`config.mk`:
```
export PLATFORM = sky130hd
export DESIGN_NAME = simp_sector_seq
export DESIGN_NICKNAME = d
export VERILOG_FILES = /design/src/rtl/simp_sector_seq.sv
export SDC_FILE = /design/constraint.sdc
export NUM_CORES = 1
export LEC_CHECK = 0
export ABC_AREA = 1
export CORE_MARGIN = 2
export CORE_UTILIZATION = 58
export DETAILED_ROUTE_END_ITERATION = 10
export GPL_ROUTABILITY_DRIVEN = 0
export HOLD_SLACK_MARGIN = 0.06
export PLACE_DENSITY = 0.85
export SYNTH_ARGS = -nofsm -noshare
export SYNTH_HDL_FRONTEND = slang
export SYNTH_SLANG_ARGS = --single-unit
```
`constraint.sdc`:
```
create_clock -name SIM_CLK -period 5.38 [get_ports SIM_CLK]
set_input_delay 0.807 -clock SIM_CLK [delete_from_list [all_inputs] [get_ports SIM_CLK]]
set_output_delay 0.807 -clock SIM_CLK [all_outputs]
set_load 0.05 [all_outputs]
```
`src/rtl/simp_sector_seq.sv`:
```
// Sector-select sequencer: arbitrates CPU/DA requests for the shared SSR pattern and
// applies each new pattern with a break-before-make dead time and a settle interval.
module simp_sector_seq #(
  parameter int DEAD_CYC   = 4,
  parameter int SETTLE_CYC = 8
) (
  input  logic       SIM_CLK,
  input  logic       SIM_RST,
  input  logic       CPU_REQ,
  input  logic [7:0] CPU_SECT,
  input  logic [1:0] CPU_MOD,
  output logic       CPU_ACK,
  output logic       CPU_NAK,
  input  logic       DA_REQ,
  input  logic [7:0] DA_SECT,
  input  logic [1:0] DA_MOD,
  output logic       DA_ACK,
  output logic       DA_NAK,
  output logic       SSR1H,
  output logic       SSR2H,
  output logic       SSR3H,
  output logic       SSR4H,
  output logic       SSR5H,
  output logic       SSR6H,
  output logic       SSR7H,
  output logic       SSR8H,
  output logic       SSR14H,
  output logic       SSR15H,
  output logic       BUSY,
  output logic       LAST_GNT
);

  typedef enum logic [1:0] {
    S_IDLE,
    S_DEAD,
    S_SETTLE,
    S_ACK
  } state_t;

  localparam logic [7:0] DEAD_LOAD   = 8'(DEAD_CYC - 1);
  localparam logic [7:0] SETTLE_LOAD = 8'(SETTLE_CYC - 1);

  state_t     r_state, w_state_nxt;
  logic [9:0] r_cur, w_cur_nxt;
  logic [9:0] r_new, w_new_nxt;
  logic [9:0] r_ssr, w_ssr_nxt;
  logic [7:0] r_cnt, w_cnt_nxt;
  logic       r_gnt_da, w_gnt_da_nxt;
  logic       r_last_gnt, w_last_gnt_nxt;
  logic       r_mask_cpu, w_mask_cpu_nxt;
  logic       r_mask_da, w_mask_da_nxt;
  logic       r_cpu_ack, w_cpu_ack_nxt;
  logic       r_cpu_nak, w_cpu_nak_nxt;
  logic       r_da_ack, w_da_ack_nxt;
  logic       r_da_nak, w_da_nak_nxt;
  logic       r_busy, w_busy_nxt;

  logic       w_cpu_req, w_da_req, w_sel_da;
  logic [9:0] w_req_pat;

  // A just-served requester is ignored for one IDLE cycle; ties go to whoever was not granted last.
  always_comb begin
    w_cpu_req = CPU_REQ & ~r_mask_cpu;
    w_da_req  = DA_REQ & ~r_mask_da;
    w_sel_da  = w_da_req & (~w_cpu_req | ~r_last_gnt);
    w_req_pat = w_sel_da ? {DA_MOD, DA_SECT} : {CPU_MOD, CPU_SECT};
  end

  always_comb begin
    w_state_nxt    = r_state;
    w_cur_nxt      = r_cur;
    w_new_nxt      = r_new;
    w_cnt_nxt      = r_cnt;
    w_gnt_da_nxt   = r_gnt_da;
    w_last_gnt_nxt = r_last_gnt;
    w_mask_cpu_nxt = 1'b0;
    w_mask_da_nxt  = 1'b0;
    w_cpu_ack_nxt  = 1'b0;
    w_cpu_nak_nxt  = 1'b0;
    w_da_ack_nxt   = 1'b0;
    w_da_nak_nxt   = 1'b0;

    case (r_state)
      S_IDLE: begin
        if (w_cpu_req | w_da_req) begin
          w_gnt_da_nxt   = w_sel_da;
          w_last_gnt_nxt = w_sel_da;
          w_new_nxt      = w_req_pat;
          if (w_req_pat[9:8] == 2'b11) begin
            w_cpu_nak_nxt  = ~w_sel_da;
            w_da_nak_nxt   = w_sel_da;
            w_mask_cpu_nxt = ~w_sel_da;
            w_mask_da_nxt  = w_sel_da;
          end else if (w_req_pat == r_cur) begin
            w_state_nxt   = S_ACK;
            w_cpu_ack_nxt = ~w_sel_da;
            w_da_ack_nxt  = w_sel_da;
          end else begin
            w_state_nxt = S_DEAD;
            w_cnt_nxt   = DEAD_LOAD;
          end
        end
      end
      S_DEAD: begin
        if (r_cnt == 8'd0) begin
          w_state_nxt = S_SETTLE;
          w_cur_nxt   = r_new;
          w_cnt_nxt   = SETTLE_LOAD;
        end else begin
          w_cnt_nxt = r_cnt - 8'd1;
        end
      end
      S_SETTLE: begin
        if (r_cnt == 8'd0) begin
          w_state_nxt   = S_ACK;
          w_cpu_ack_nxt = ~r_gnt_da;
          w_da_ack_nxt  = r_gnt_da;
        end else begin
          w_cnt_nxt = r_cnt - 8'd1;
        end
      end
      S_ACK: begin
        w_state_nxt    = S_IDLE;
        w_mask_cpu_nxt = ~r_gnt_da;
        w_mask_da_nxt  = r_gnt_da;
      end
      default: w_state_nxt = S_IDLE;
    endcase

    // Drivers only ever see zeros during DEAD; everywhere else they track CUR.
    w_ssr_nxt  = (w_state_nxt == S_DEAD) ? 10'h000 : w_cur_nxt;
    w_busy_nxt = (w_state_nxt != S_IDLE);
  end

  always_ff @(posedge SIM_CLK or negedge SIM_RST) begin
    if (!SIM_RST) begin
      r_state    <= S_IDLE;
      r_cur      <= 10'h000;
      r_new      <= 10'h000;
      r_ssr      <= 10'h000;
      r_cnt      <= 8'd0;
      r_gnt_da   <= 1'b0;
      r_last_gnt <= 1'b1;
      r_mask_cpu <= 1'b0;
      r_mask_da  <= 1'b0;
      r_cpu_ack  <= 1'b0;
      r_cpu_nak  <= 1'b0;
      r_da_ack   <= 1'b0;
      r_da_nak   <= 1'b0;
      r_busy     <= 1'b0;
    end else begin
      r_state    <= w_state_nxt;
      r_cur      <= w_cur_nxt;
      r_new      <= w_new_nxt;
      r_ssr      <= w_ssr_nxt;
      r_cnt      <= w_cnt_nxt;
      r_gnt_da   <= w_gnt_da_nxt;
      r_last_gnt <= w_last_gnt_nxt;
      r_mask_cpu <= w_mask_cpu_nxt;
      r_mask_da  <= w_mask_da_nxt;
      r_cpu_ack  <= w_cpu_ack_nxt;
      r_cpu_nak  <= w_cpu_nak_nxt;
      r_da_ack   <= w_da_ack_nxt;
      r_da_nak   <= w_da_nak_nxt;
      r_busy     <= w_busy_nxt;
    end
  end

  assign SSR1H    = r_ssr[0];
  assign SSR2H    = r_ssr[1];
  assign SSR3H    = r_ssr[2];
  assign SSR4H    = r_ssr[3];
  assign SSR5H    = r_ssr[4];
  assign SSR6H    = r_ssr[5];
  assign SSR7H    = r_ssr[6];
  assign SSR8H    = r_ssr[7];
  assign SSR14H   = r_ssr[8];
  assign SSR15H   = r_ssr[9];
  assign CPU_ACK  = r_cpu_ack;
  assign CPU_NAK  = r_cpu_nak;
  assign DA_ACK   = r_da_ack;
  assign DA_NAK   = r_da_nak;
  assign BUSY     = r_busy;
  assign LAST_GNT = r_last_gnt;

endmodule
```
==> flow_summary.ini, run 1 <==
[worst_setup_path]
crit_path_end_kind = flip-flop
reg2reg_depth = 8
cp_max_fo = 14
crit_arrival_ns = 3.29
start_kind = input pin
critical_path_class = input pin to flip-flop
required_ns = 5.60

[logic_synthesis]
synth-xor-area-share_pct = 1.64
synth-adder-area-share_pct = 2.34
synth_warnings = 0
synth_top_cell_by_area = dfrtp_1
ys_seq_elements = 49
synthesis.nets = 354
syn_area_sq_um = 2670
synth_edf_count = 0
synth-compound-area-share_pct = 11.6
synth-simple-area-share_pct = 27.4
yosys_most_used_dff = dfrtp_1
yosys-top-cells-area = dfrtp_1 (45%), nand2_1 (9.6%), inv_1 (7.4%)
synth_mux_area_share_pct = 0
synthArstFlopShare_pct = 100
ys_seq_area_share_pct = 45.9
synth_top_family_by_area = simple AND/OR/NAND/NOR gates
postSynthAreaPerCell_sq_um = 8.22
synth_top_area_share_pct = 45.0
syn_inst = 325
synthDistinctLibCells = 38

[detailed_routing]
drt-total-wl_microns = 5500
drt_pass1_iterations = 4
wl_per_cell_microns = 13.3
via_per_inst = 5.28
drc = 0
num_vias = 2193
first_iter_violations = 131
ant_nets = 0

[power]
leakagePower_nw = 1.58
peakVddDrop_uv = 298
powerDensity_nw_per_um2 = 653

[run]
drv_cap = 0

[cts]
insertion_delay_ns = 0.31
cts_max_path_buffers = 2
htree_levels = 2
cts-hold-fix-buffers = 0
cts.sinks = 49
clk_pin_slew_ns = 0.09
cts_resized = 0
post_cts_buffers = 0
root_buffer = clkbuf_8
cts_buffers = 5
cts_tree = yes

[layout]
fin_cells = 415
diodes = 0
drive_gt1_share_pct = 12.1
fin_nets = 391
fillers = 344
area_growth_pct = 17.1

[sta]
worstMarginPinSlew_ns = 1.05
finalSetupTns_ns = 0
hold_violations = 0
min_period_ns = 3.07
relSlewSlack_pct = 30.2
clock_skew_ns = 0.00787
fmax_mhz = 326
setup_viol = 0
rsz0062_at_grt = false
slew_violations = 0
finalCritPeriodShare_pct = 57.1

[floorplan]
die_h_microns = 71.9
coreArea_sq_um = 4380
io_pins = 40
initial_core_util_pct = 60.9
num_rows = 24
die_width_microns = 71.9
dieArea_sq_um = 5160

[status]
outcome = completed

[global_routing]
grt_max_degree = 50
grt_pass1_wl_microns = 9360
grt_usage_pct = 23.8
grt_pass1_vias = 2136
overflow = 0
antenna_found_initial = 0

[hold_path]
hold_path_depth = 2
hp-class = flip-flop to flip-flop

[placed_design]
port-buffer-count = 39
dp_hpwl_microns = 4000
place_inst = 407
[critical path: stages]
cell	delay (ns)
clkdlybuf4s50_1	0.53
inv_1	0.06
o22ai_1	0.15
inv_1	0.09
nor2_1	0.66
clkinv_1	0.48
a21oi_1	0.28
nand4_1	0.11
o21ai_0	0.10
[report_power, final]
part | switching [W] | total [W] | leakage, nW | internal [W]
registers | 0.0000981 | 0.000649 | 0.594 | 0.000551
logic | 0.000802 | 0.00119 | 0.940 | 0.000385
clock network | 0.000118 | 0.000208 | 0.0450 | 0.0000903
total | 0.00102 | 0.00204 | 1.58 | 0.00103
[layout by cell type, fill, tap and decap left out, types with 2 or more instances in the layout]
cell | synthesis | layout
clkinv_2 | 0 | 2
o211ai_1 | 2 | 2
o21ai_0 | 18 | 18
nand3_1 | 24 | 24
ha_1 | 5 | 5
nand3b_1 | 3 | 3
clkdlybuf4s50_1 | 0 | 38
a31oi_1 | 6 | 6
o21ai_2 | 7 | 7
xor2_1 | 4 | 4
nor2_1 | 22 | 22
nand2_2 | 11 | 11
a21oi_1 | 14 | 14
nand4_1 | 7 | 7
dfrtp_1 | 48 | 48
nor2_2 | 4 | 4
inv_2 | 3 | 3
nand2_1 | 68 | 68
clkbuf_8 | 0 | 5
inv_1 | 53 | 53
[registers in the layout, summed over array words and instances (netlist names)]
signal	cells
BUSY	1
CPU_ACK	1
CPU_NAK	1
DA_ACK	1
DA_NAK	1
LAST_GNT	1
r_cnt	8
r_cur	10
r_gnt_da	1
r_mask_cpu	1
r_mask_da	1
r_new	10
r_ssr	10
r_state	2
[through the flow]
step | power, W | hold WS (ns) | instance area (sq um) | setup slack, ns | utilization, %
finish | 0.00204 | 0.500 | 3130 | 2.31 | 71.4
global route | 0.00222 | 0.527 | 3130 | 2.05 | 71.4
CTS | 0.00205 | 0.504 | 3130 | 2.33 | 71.4
detailed placement | 0.00184 | 0.491 | 3050 | 2.02 | 69.5
global placement | 0.00180 | 0.473 | 3050 | 2.13 | 69.5
floorplan | 0.00158 | 0.448 | 2670 | 3.23 | -
[routing by layer]
layer | wire, microns | global-route usage, %
met5 | 0 | 0
met4 | 106 | 10.3
met3 | 243 | 5.06
met2 | 2670 | 39.5
met1 | 2480 | 30.2
[worst paths after layout]
| kind | startpoint | to | slack (ns) |
|---|---|---|---|
| setup / recovery | CPU_REQ | CPU_ACK | 2.31 |
| setup reg to reg | r_state[0] | CPU_ACK | 2.77 |
| hold reg to reg | LAST_GNT | LAST_GNT | 0.50 |
| hold / removal | LAST_GNT | LAST_GNT | 0.50 |
| max in group asynchronous | SIM_RST | r_ssr[0] | 4.05 |
| min in group asynchronous | SIM_RST | r_cur[6] | 0.67 |
[cell type report]
cell class | count | area, sq um | share of cell area (%)
clock inverters | 2 | 10.0 | 0.320
inverters | 58 | 220 | 7.04
repair buffers | 39 | 385 | 12.3
well taps | 52 | 65.1 | 2.08
clock buffers | 6 | 72.6 | 2.32
flip-flops and latches | 49 | 1230 | 39.2
multi-input cells | 209 | 1150 | 36.7
[synth_stat cells (all sizes together), types with 5 or more instances]
master and count:
o21ai 25, nand4 8, buf 6, nand3 25
inv 57, nor2 28, ha 5, nand2 80
dfrtp 48, a31oi 6, nand3b 5, a21oi 15
[cells by family (layout without fill, tap and decap cells)]
logic type	after synthesis	count (layout)
and+or+nand+nor	148	148
DFF	49	49
xor gates and xnor gates	5	5
adders and majority gates	5	5
buffers and inverters	67	105
AOI/OAI and AO/OA	51	51
Power figures use the tool's default switching activity.
==> inputs of run 2 (changes only) <==
--- a/config.mk
+++ b/config.mk
@@ -7,11 +7,11 @@
 export LEC_CHECK = 0
 export ABC_AREA = 1
 export CORE_MARGIN = 2
-export CORE_UTILIZATION = 58
+export CORE_UTILIZATION = 49
 export DETAILED_ROUTE_END_ITERATION = 10
 export GPL_ROUTABILITY_DRIVEN = 0
 export HOLD_SLACK_MARGIN = 0.06
-export PLACE_DENSITY = 0.85
+export PLACE_DENSITY = 0.76
 export SYNTH_ARGS = -nofsm -noshare
 export SYNTH_HDL_FRONTEND = slang
 export SYNTH_SLANG_ARGS = --single-unit
==> constraint.sdc (replaced) <==
create_clock -name SIM_CLK -period 2.71 [get_ports SIM_CLK]
set_input_delay 0.4065 -clock SIM_CLK [delete_from_list [all_inputs] [get_ports SIM_CLK]]
set_output_delay 0.4065 -clock SIM_CLK [all_outputs]
set_load 0.05 [all_outputs]
==> run 2 against run 1 <==
  * Flip-flop and latch count unchanged
  * Global-route usage decreased by 3.6 points
  * Core utilization decreased by 9.0 points
  * Largest power group unchanged
==> flow_summary.ini, run 2 (same netlist as run 1, synthesis figures left out) <==
[status]
outcome = completed

[worst_setup_path]
r2r_start = r_cnt[0]
start_kind = input pin
crit_start = DA_REQ
critical_path_class = input pin to flip-flop
path_delay_family = simple AND/OR/NAND/NOR gates
path_buf_inv = 3
crit_path_end_kind = flip-flop
cp_cell_sequence = clkdlybuf4s50_1 > inv_2 > nor2_8 > nand2_4 > nand2_1 > nand2_1 > nand2_2 > inv_2 > nor2_2 > nor2_1 > a22oi_2 > a21oi_1
crit_path_max_incr_delay_ns = 0.59
crit_arrival_ns = 2.59
cpMaxStageDelayCell = a22oi_2
required_ns = 2.86
cp_max_fo = 15

[sta]
fmax_mhz = 410
min_period_ns = 2.44
slew_violations = 0
clock_skew_ns = 0.00353
finalCritPeriodShare_pct = 90.0
setup_viol = 0
worstMarginPinSlew_ns = 0.712
finalSetupTns_ns = 0
hold_violations = 0
rsz0062_at_grt = false
relSlewSlack_pct = 52.5
holdWs_ns = 0.201

[detailed_routing]
first_iter_violations = 168
wl_met3_microns = 259
wl_per_cell_microns = 12.8
wl_met1_microns = 2690
num_vias = 2172
highest_layer = met4
drc = 0
wl_met2_microns = 2620
drt_pass1_iterations = 5
drt-total-wl_microns = 5610
ant_nets = 0
via_per_inst = 4.96

[placed_design]
port-buffer-count = 39
dp_hpwl_microns = 4120
place_area_sq_um = 3110

[power]
leakagePower_nw = 1.62
powerDensity_nw_per_um2 = 1300
peakVddDrop_uv = 772

[cts]
cts_tree = yes
post_cts_buffers = 0
cts_buffers = 5
insertion_delay_ns = 0.30
htree_levels = 2
cts_max_path_buffers = 2
root_buffer = clkbuf_8
cts-hold-fix-buffers = 0
clk_pin_slew_ns = 0.09
cts.sinks = 49

[layout]
area_growth_pct = 20.7
multi_input_area_sq_um = 1150
final_cell_area_sq_um = 3230
fillers = 434
final_cell_mix = nand2_1 (67), inv_1 (53), dfrtp_1 (48)
final_common_cell = nand2_1
reg_top3 = r_cur x10, r_new x10, r_ssr x10
diodes = 0
drive_gt1_share_pct = 13.6
regArea_sq_um = 1230
fin_nets = 396

[floorplan]
io_pins = 40
die_h_microns = 77.8
coreArea_sq_um = 5170
num_rows = 26
die_width_microns = 77.8
initial_core_util_pct = 51.6
dieArea_sq_um = 6060

[global_routing]
antenna_found_initial = 0
grt_max_degree = 50
grt_pass1_vias = 2060
grt_usage_pct = 20.2
overflow = 0
grt_pass1_wl_microns = 9510

[hold_path]
hp-class = input pin to asynchronous set/reset pin

[run]
drv_cap = 0
run 2: final timing paths:
path / end / slack, ns / cells after the start
max: r_ssr[4] / 0.27 / 12
min: r_cur[2] / 0.20 / 2
max reg2reg: r_ssr[4] / 0.33 / 7
min reg2reg: r_new[2] / 0.49 / 2
max in group asynchronous: DA_ACK / 2.09 / 2
min in group SIM_CLK: r_new[2] / 0.49 / 2
run 2: per-stage QoR:
| stage | utilization (%) | power [W] | std cells | setup slack (ns) |
|---|---|---|---|---|
| floorplan | - | 0.00313 | 325 | 0.656 |
| global placement | 60.1 | 0.00361 | 430 | 0.0589 |
| detailed placement | 60.1 | 0.00368 | 430 | -0.0560 |
| CTS | 62.3 | 0.00423 | 438 | 0.244 |
| global route | 62.4 | 0.00456 | 438 | 0.0691 |
| finish | 62.4 | 0.00421 | 438 | 0.271 |
run 2: cell type report:
cell class,count,share of cell area [%]
clock inverter,1,0.931
tap,70,2.72
sequential,49,38.1
inverter,58,6.83
timing repair buffer,44,13.1
multi-input combinational,209,35.7
clock buffer,7,2.68
run 2: what timing repair did:
action / CTS / global route
resized for setup: 0 / 1
hold endpoints to repair: 0 / 0
endpoints found under the setup margin: 0 / 1
run 2: where the power goes:
part           switching (W)  internal, W  leakage (nW)
logic                0.00160     0.000791         0.964
registers           0.000183      0.00109         0.594
clock network       0.000237     0.000301        0.0585
run 2: metal layers:
metal	track usage [%]	vias up
met2	32.8	53
met4	5.71	0
li1	-	1110
met3	3.95	4
met5	0	-
met1	27.5	1005
